[config.mk]
export PLATFORM = sky130hd
export DESIGN_NAME = mem_wait_cnt
export DESIGN_NICKNAME = d
export VERILOG_FILES = /design/src/rtl/mem_wait_cnt_pkg.sv /design/src/rtl/mem_wait_cnt_slice.sv /design/src/rtl/mem_wait_cnt.sv
export SDC_FILE = /design/constraint.sdc
export NUM_CORES = 1
export LEC_CHECK = 0
export ABC_AREA = 1
export BUFFER_PORTS_ARGS = -buffer_cell sky130_fd_sc_hd__buf_2
export CAP_MARGIN = 20
export CORE_UTILIZATION = 45
export CTS_CLUSTER_SIZE = 40
export DETAILED_ROUTE_END_ITERATION = 16
export PLACE_DENSITY = 0.66
export SYNTH_ARGS = -nofsm -noshare
export SYNTH_HDL_FRONTEND = slang
export SYNTH_SLANG_ARGS = --single-unit
[constraint.sdc]
create_clock -name clk -period 3.44 [get_ports clk]
set_input_delay 1.032 -clock clk [delete_from_list [all_inputs] [get_ports clk]]
set_output_delay 1.032 -clock clk [all_outputs]
set_load 0.005 [all_outputs]
[src/rtl/mem_wait_cnt_pkg.sv]
// Shared sizing constants for the per-wavefront memory wait tracker.
// No logic; compile-time values only.
// Imported by the top and the per-wavefront slice.
package mem_wait_cnt_pkg;

    // Wavefronts per compute unit tracked by the issue stage.
    localparam int WF_PER_CU = 40;

    // Default wavefront id width; must cover WF_PER_CU.
    localparam int WFID_W_DEF = 6;

    // Outstanding LSU request counter width per wavefront.
    localparam int MEM_CNT_W = 4;

    // Saturation value of a counter of the given width.
    function automatic int cnt_max(input int w);
        return (1 << w) - 1;
    endfunction

endpackage

[src/rtl/mem_wait_cnt_slice.sv]
// One wavefront: outstanding counter, s_waitcnt threshold, status decode.
// Latency: state updates on the clock edge; status bits are decoded from registers.
// No backpressure; ovf/unf pulse combinationally when an event is illegal this cycle.
module mem_wait_cnt_slice
    import mem_wait_cnt_pkg::*;
#(
    parameter int CNT_W = MEM_CNT_W
) (
    input  logic             clk,
    input  logic             rst,
    input  logic             inc,
    input  logic             dec,
    input  logic             clr,
    input  logic             ld_thresh,
    input  logic [CNT_W-1:0] thresh_val,
    output logic             mem_wait,
    output logic             mem_busy,
    output logic             mem_full,
    output logic             ovf,
    output logic             unf
);

    localparam logic [CNT_W-1:0] MAX = {CNT_W{1'b1}};

    logic [CNT_W-1:0] cnt;
    logic [CNT_W-1:0] thresh;
    logic [CNT_W-1:0] cnt_nxt;
    logic [CNT_W-1:0] thresh_nxt;

    // Next-state priority: clear drops everything else; issue+done cancel;
    // a lone issue/done saturates and reports the illegal edge instead of wrapping.
    always_comb begin
        cnt_nxt    = cnt;
        thresh_nxt = thresh;
        ovf        = 1'b0;
        unf        = 1'b0;
        if (clr) begin
            cnt_nxt    = '0;
            thresh_nxt = '0;
            unf        = (cnt != '0);
        end else begin
            if (inc && !dec) begin
                if (cnt != MAX) cnt_nxt = cnt + 1'b1;
                else            ovf     = 1'b1;
            end else if (dec && !inc) begin
                if (cnt != '0) cnt_nxt = cnt - 1'b1;
                else           unf     = 1'b1;
            end
            if (ld_thresh) thresh_nxt = thresh_val;
        end
    end

    // Counter and threshold registers.
    always_ff @(posedge clk or negedge rst) begin
        if (!rst) begin
            cnt    <= '0;
            thresh <= '0;
        end else begin
            cnt    <= cnt_nxt;
            thresh <= thresh_nxt;
        end
    end

    // Status decode from registered state only.
    always_comb begin
        mem_wait = (cnt > thresh);
        mem_busy = (cnt != '0);
        mem_full = (cnt == MAX);
    end

endmodule

[src/rtl/mem_wait_cnt.sv]
// Per-wavefront outstanding-memory-request tracker for the issue stage.
// Latency: one cycle from any event to the status arrays and error flags.
// No backpressure: issue must honour mem_full_arry the cycle before issuing.
module mem_wait_cnt
    import mem_wait_cnt_pkg::*;
#(
    parameter int NUM_WF = WF_PER_CU,
    parameter int WFID_W = WFID_W_DEF,
    parameter int CNT_W  = MEM_CNT_W
) (
    input  logic              clk,
    input  logic              rst,
    input  logic              lsu_valid,
    input  logic [WFID_W-1:0] lsu_wfid,
    input  logic              lsu_done,
    input  logic [WFID_W-1:0] lsu_done_wfid,
    input  logic              waitcnt_valid,
    input  logic [WFID_W-1:0] waitcnt_wfid,
    input  logic [CNT_W-1:0]  waitcnt_value,
    input  logic              wf_clear,
    input  logic [WFID_W-1:0] wf_clear_wfid,
    output logic [NUM_WF-1:0] mem_wait_arry,
    output logic [NUM_WF-1:0] mem_busy_arry,
    output logic [NUM_WF-1:0] mem_full_arry,
    output logic              err_overflow,
    output logic              err_underflow
);

    logic [NUM_WF-1:0] issue_hit;
    logic [NUM_WF-1:0] done_hit;
    logic [NUM_WF-1:0] waitcnt_hit;
    logic [NUM_WF-1:0] clear_hit;
    logic [NUM_WF-1:0] ovf_vec;
    logic [NUM_WF-1:0] unf_vec;

    // One-hot decoders; ids at or above NUM_WF match no slice and are ignored.
    genvar i;
    generate
        for (i = 0; i < NUM_WF; i++) begin : g_wf
            assign issue_hit[i]   = lsu_valid     && (lsu_wfid      == WFID_W'(i));
            assign done_hit[i]    = lsu_done      && (lsu_done_wfid == WFID_W'(i));
            assign waitcnt_hit[i] = waitcnt_valid && (waitcnt_wfid  == WFID_W'(i));
            assign clear_hit[i]   = wf_clear      && (wf_clear_wfid == WFID_W'(i));

            mem_wait_cnt_slice #(
                .CNT_W (CNT_W)
            ) u_slice (
                .clk        (clk),
                .rst        (rst),
                .inc        (issue_hit[i]),
                .dec        (done_hit[i]),
                .clr        (clear_hit[i]),
                .ld_thresh  (waitcnt_hit[i]),
                .thresh_val (waitcnt_value),
                .mem_wait   (mem_wait_arry[i]),
                .mem_busy   (mem_busy_arry[i]),
                .mem_full   (mem_full_arry[i]),
                .ovf        (ovf_vec[i]),
                .unf        (unf_vec[i])
            );
        end
    endgenerate

    // Sticky protocol error flags; only reset clears them.
    always_ff @(posedge clk or negedge rst) begin
        if (!rst) begin
            err_overflow  <= 1'b0;
            err_underflow <= 1'b0;
        end else begin
            err_overflow  <= err_overflow  | (|ovf_vec);
            err_underflow <= err_underflow | (|unf_vec);
        end
    end

endmodule

# == Yosys cells after proc, flatten, opt, wreduce, memory -nomap -nowiden ==
# Cells that the tools add are included.
# classes
n_eq_ne,276
mux,560
n_addsub,80
reduce_logical,526
magnitude_cmp,40
n_bitwise,2
# op_table
cell,count
two-way mux 4 bit,280
"== test 6 x 5 -> 1 bit, second input constant",64
two-way mux 1 bit,280
logical AND 1 bit,240
nonzero test 3 bit,80
"== test 6 x 4 -> 1 bit, second input constant",32
"== test 6 bit, second input constant",32
"adder 4 x 1 -> 4 bit, second input constant",40
"== test 4 bit, second input constant",40
> comparator 4 bit,40
"!= test 4 bit, second input constant",40
nonzero test 4 bit,40
"subtractor 4 x 1 -> 4 bit, second input constant",40
"!= test 3 x 2 -> 1 bit, second input constant",40
AND reduction 3 bit,40
"== test 6 x 3 -> 1 bit, second input constant",16
zero test 1 bit,80
nonzero test 2 bit,40
OR reduction 40 bit,2
"== test 6 x 2 -> 1 bit, second input constant",8
"== test 6 x 1 -> 1 bit, second input constant",4
zero test 6 bit,4
bitwise OR 1 bit,2
# totals
input_bits,34
regBits,322
wordCells,1566
out_inout_bits,122

# == Logic depth before layout (Yosys ltp) ==
# depth
depth_word,9
mapped_depth,17

# == Hierarchy ==
# Synthesis repeated with hierarchy kept, for this count alone.
# unflattened
cells_unflattened,3902
area_unflattened_um2,27178.6
# by_module_without_submodules
mod,area_each_um2,cells_each,instances,seq_area_each_um2
mem_wait_cnt_slice at g_wf[0].u_slice ...,636.9,88,29,200.2
mem_wait_cnt_slice at g_wf[37].u_slice ...,638.1,88,10,200.2
mem_wait_cnt,1667.8,384,1,50.0
mem_wait_cnt_slice at g_wf[2].u_slice,660.6,86,1,200.2

# == Worst setup path after synthesis ==
# Ideal clock, no wire load.
# synth_timing
kind,input -> register
from,input lsu_done
to,register g_wf[12].u_slice.cnt[3]
t_arrival_ns,2.982
required_ns,3.291
setup_ns,0.149
path_slack_ns,0.309
path_buffers,1
path_stages,13
path_cell_list,nor3b_1 > inv_1 > clkbuf_1 > nor2_1 > inv_1 > ha_1 > inv_1 > ha_1 > a21oi_1 > nand2_1 > or2_2 > nand4_1 > o21ai_0
# synth_via
elab_chain_cells,5
elab_cells_between_ends,10
classes_between,eq/ne (1); mux (2); reduce/logical (7)
# synth_lines
item,line_no,text
from (decl),mem_wait_cnt.sv:15,"input logic lsu_done,"
logical AND 1 bit (*),mem_wait_cnt.sv:41,assign done_hit[i] = lsu_done && (lsu_done_wfid == WFID_W'(i));
zero test 1 bit,mem_wait_cnt_slice.sv:42,if (inc && !dec) begin
logical AND 1 bit,mem_wait_cnt_slice.sv:42,
"!= test 3 x 2 -> 1 bit (no line), or another cell as far along",--,
AND reduction 3 bit (no line) / two-way mux 4 bit (equally long branches),--,
to (signal assigned),mem_wait_cnt_slice.sv:59,cnt <= cnt_nxt;
to (decl),mem_wait_cnt_slice.sv:25,logic [CNT_W-1:0] cnt;
# Every way passes the cells marked *; elsewhere a longest branch is shown, timed or not.
# A chain may end at the register's enable or synchronous reset.

# == Worst setup path in the final report ==
# layout_timing
from,register g_wf[6].u_slice.cnt[1]
to,output mem_wait_arry[6]
# layout_via
elab_chain_cells,1
# layout_lines
item,line_no,text
from (decl),mem_wait_cnt_slice.sv:25,
from (signal assigned),mem_wait_cnt_slice.sv:59,
> comparator 4 bit,mem_wait_cnt_slice.sv:66,mem_wait = (cnt > thresh);
to (decl),mem_wait_cnt.sv:22,"output logic [NUM_WF-1:0] mem_wait_arry,"
# Every way passes these cells.

==> summary.md <==
| Metric | Value |
|---|---|
| Outcome | finished, final reports clean |
| Antenna viol nets, final | 0 |
| Final wirelength | 81700 um |
| Final-report max-slew violation count | 0 |
| Final #Nets | 4006 |
| Hold buffer count at CTS | 0 |
| P per Cell Area | 662 nW/um2 |
| Worst Reg-to-Reg Cells | 10 |
| Reg2reg setup slack | 1.58 ns |
| GR Util All Layers | 0.279 |
| Most frequent cells in the layout | inv_1 (619), nor2_1 (479), nand2_1 (453), dfrtp_1 (322), ha_1 (320) |
| Die width | 242 um |
| Total clock sinks | 322 |
| RSZ-0062 raised after global routing | false |
| Average size of a mapped cell | 7.56 um2 |
| Tmin final | 3.16 ns |
| Setup bufs post-CTS | 0 |
| Peak supply drop | 382 uV |
| Worst Setup Start Kind | register |
| Most common cell after layout, fill and taps aside | inv_1 |
| Starting Density | 0.458 |
| Power consumption | 19.2 mW |
| DR iter-0 viols | 1902 |
| Post-synthesis cell area | 26000 um2 |
| Root Buffer | clkbuf_16 |
| GR Overflow Total | 0 |
| Fin crit share | 0.918 |
| Psw | 8.03 mW |
| First-pass GRT wire length | 127000 um |
| Drt pass-1 iters | 5 |
| DR vias/cell | 5.31 |
| Max transition margin | 0.550 |
| Mapped Nets | 3829 |
| Ports | 156 |
| Synthesis Warnings | 0 |
| Worst-margin pin slew | 0.672 ns |
| Combinational power share | 0.447 |
| Worst Skew | 0.0165 ns |
| Vias in the first global route | 22400 |
| Post-CTS resize count | 0 |
| Later-pin clock latency in the skew report | 0.58 ns |
| CTS H-tree depth | 2 |
| Routed WL per cell | 18.6 um |
| Critical Path RT | 2.41 ns |
| Sequential power share | 0.333 |
| F_max | 0.317 GHz |
| CTS Buf Count | 41 |
| Core Util, Final | 0.512 |
| P_int | 11.2 mW |
| DRC Markers | 0 |
| Hold Violations, Final | 0 |
| Sw Ratio | 0.418 |
| # port buffers | 155 |
| Worst flop-to-flop path startpoint | g_wf[11].u_slice.cnt[1] |
| Via count | 23400 |
| Seq cells post-synth | 322 |
| Worst-path fanout max | 5 |
| Core Box Area | 56700 um2 |
| Register area share after synthesis | 0.310 |
| Estimated wirelength of the detail-placed design | 64700 um |
| CTS max path bufs | 3 |
| Clock power frac | 0.220 |
| Initial antenna violation count | 7 |
| Largest net degree at the start of global routing | 65 |
| Worst R2R End | err_underflow |
| Leak | 14.7 nW |
| Critical path type | register to output port |
| # setup viols final | 0 |
| Rows | 87 |
| Setup Total Neg Slack | 0 ns |
| Max_cap viols | 0 |
| Final GP Congestion | 1.05 |
| Worst EP arrival | 2.13 ns |
| CTS tree | yes |
| Classification of the worst-slack hold path | primary input to async pin |
| CTS clock-pin slew for the worst setup and hold paths | 0.06 ns |
| Crit end category | output port |
| Syn-to-layout area delta | 11.8% |
| Layout cells sized above 1 | 0.109 |
| Final WS setup | 0.282 ns |
| Pre-CTS setup slack | 0.0259 ns |
| Post-Syn Instances | 3435 |
| Die Span Y | 242 um |
| Die area | 58700 um2 |
| Distinct cells, synth | 41 |
-- cells by family after synthesis --
group / count (synthesis) / synth area share
AND/OR/NAND/NOR: 1251 / 0.205
buffers and inverters: 779 / 0.131
AO/OA/AOI/OAI: 611 / 0.132
adder cells (fa/ha/maj): 360 / 0.185
flip-flops: 322 / 0.310
XOR/XNOR: 112 / 0.0378
-- registers in the layout (all words and copies together) (netlist names) --
signal / cells
g_wf.u_slice.thresh: 160
err_overflow: 1
err_underflow: 1
g_wf.u_slice.cnt: 160
-- critical path: stages (launching register included) --
cell	delay, ns
dfrtp_1	0.45
ha_1	0.32
inv_1	0.04
nor2_1	0.07
o21ai_0	0.07
a32oi_1	0.40
buf_2	0.21
-- power groups by stage --
stage	Combinational (mW)	Clock [mW]	Sequential [mW]
4_1_cts	8.63	4.30	6.38
3_3_place_gp	8.34	0	6.41
6_report	8.60	4.23	6.41
3_5_place_dp	8.55	0	6.43
2_1_floorplan	6.93	0	5.98
5_1_grt	10.0	4.45	6.59
-- through the flow --
step / area (um2) / hold WS (ns) / cells
6_report: 29000 / 0.461 / 4399
5_1_grt: 29000 / 0.498 / 4396
4_1_cts: 29000 / 0.458 / 4395
3_5_place_dp: 27800 / 0.491 / 4325
3_3_place_gp: 27700 / 0.480 / 4324
2_1_floorplan: 26000 / 0.459 / 3435
-- synth_stat cells, drive strengths merged --
| master | n | area share |
|---|---|---|
| ha | 320 | 0.15 |
| o22ai | 61 | 0.015 |
| nor2 | 505 | 0.077 |
| a21oi | 174 | 0.034 |
| clkbuf | 21 | 0.0030 |
| o31a | 1 | 0.00034 |
| a32oi | 39 | 0.013 |
| dfrtp | 322 | 0.31 |
| a22oi | 1 | 0.00029 |
| a21o | 1 | 0.00029 |
| nor3b | 2 | 0.00058 |
| nand3 | 176 | 0.034 |
| and2 | 5 | 0.0012 |
| o21bai | 1 | 0.00029 |
| or2 | 15 | 0.0036 |
| nand2 | 453 | 0.065 |
| nor3 | 23 | 0.0046 |
| inv | 631 | 0.091 |
| xnor2 | 80 | 0.027 |
| o21ai | 282 | 0.054 |
| xor2 | 32 | 0.011 |
| a211oi | 11 | 0.0032 |
| clkinv | 2 | 0.00029 |
| fa | 40 | 0.031 |
| o31ai | 32 | 0.0094 |
| o211ai | 6 | 0.0017 |
| nand4 | 69 | 0.017 |
| buf | 125 | 0.036 |
| a31oi | 2 | 0.00048 |
| nand3b | 3 | 0.00087 |
-- worst max path at each step --
stage	startpoint	endpoint	slack, ns	cells past startpoint
floorplan	lsu_done	g_wf[12].u_slice.cnt[3]	0.31	13
global placement	lsu_wfid[4]	g_wf[8].u_slice.cnt[3]	0.1	12
detailed placement	lsu_wfid[4]	g_wf[15].u_slice.cnt[3]	0.03	12
CTS	g_wf[16].u_slice.cnt[1]	mem_wait_arry[16]	0.27	6
global route	g_wf[6].u_slice.cnt[1]	mem_wait_arry[6]	0.18	6
finish	g_wf[6].u_slice.cnt[1]	mem_wait_arry[6]	0.28	6
-- per-layer routing --
metal	global-route usage	part of all wire	wire length [um]
met1	0.370	0.43	35000
met2	0.448	0.45	36800
met3	0.0525	0.079	6470
met4	0.114	0.042	3440
met5	0	0.00060	49
-- layout make-up --
class,count,area (um2)
fillers,5533,27700
clock inverters,11,111
multi-input cells,2334,14500
clock buffers,59,1160
inverters,633,2380
repair buffers,280,1840
well taps,756,946
diodes,4,10.0
flip-flops and latches,322,8060
No activity file was read; power rests on OpenSTA's default activity.
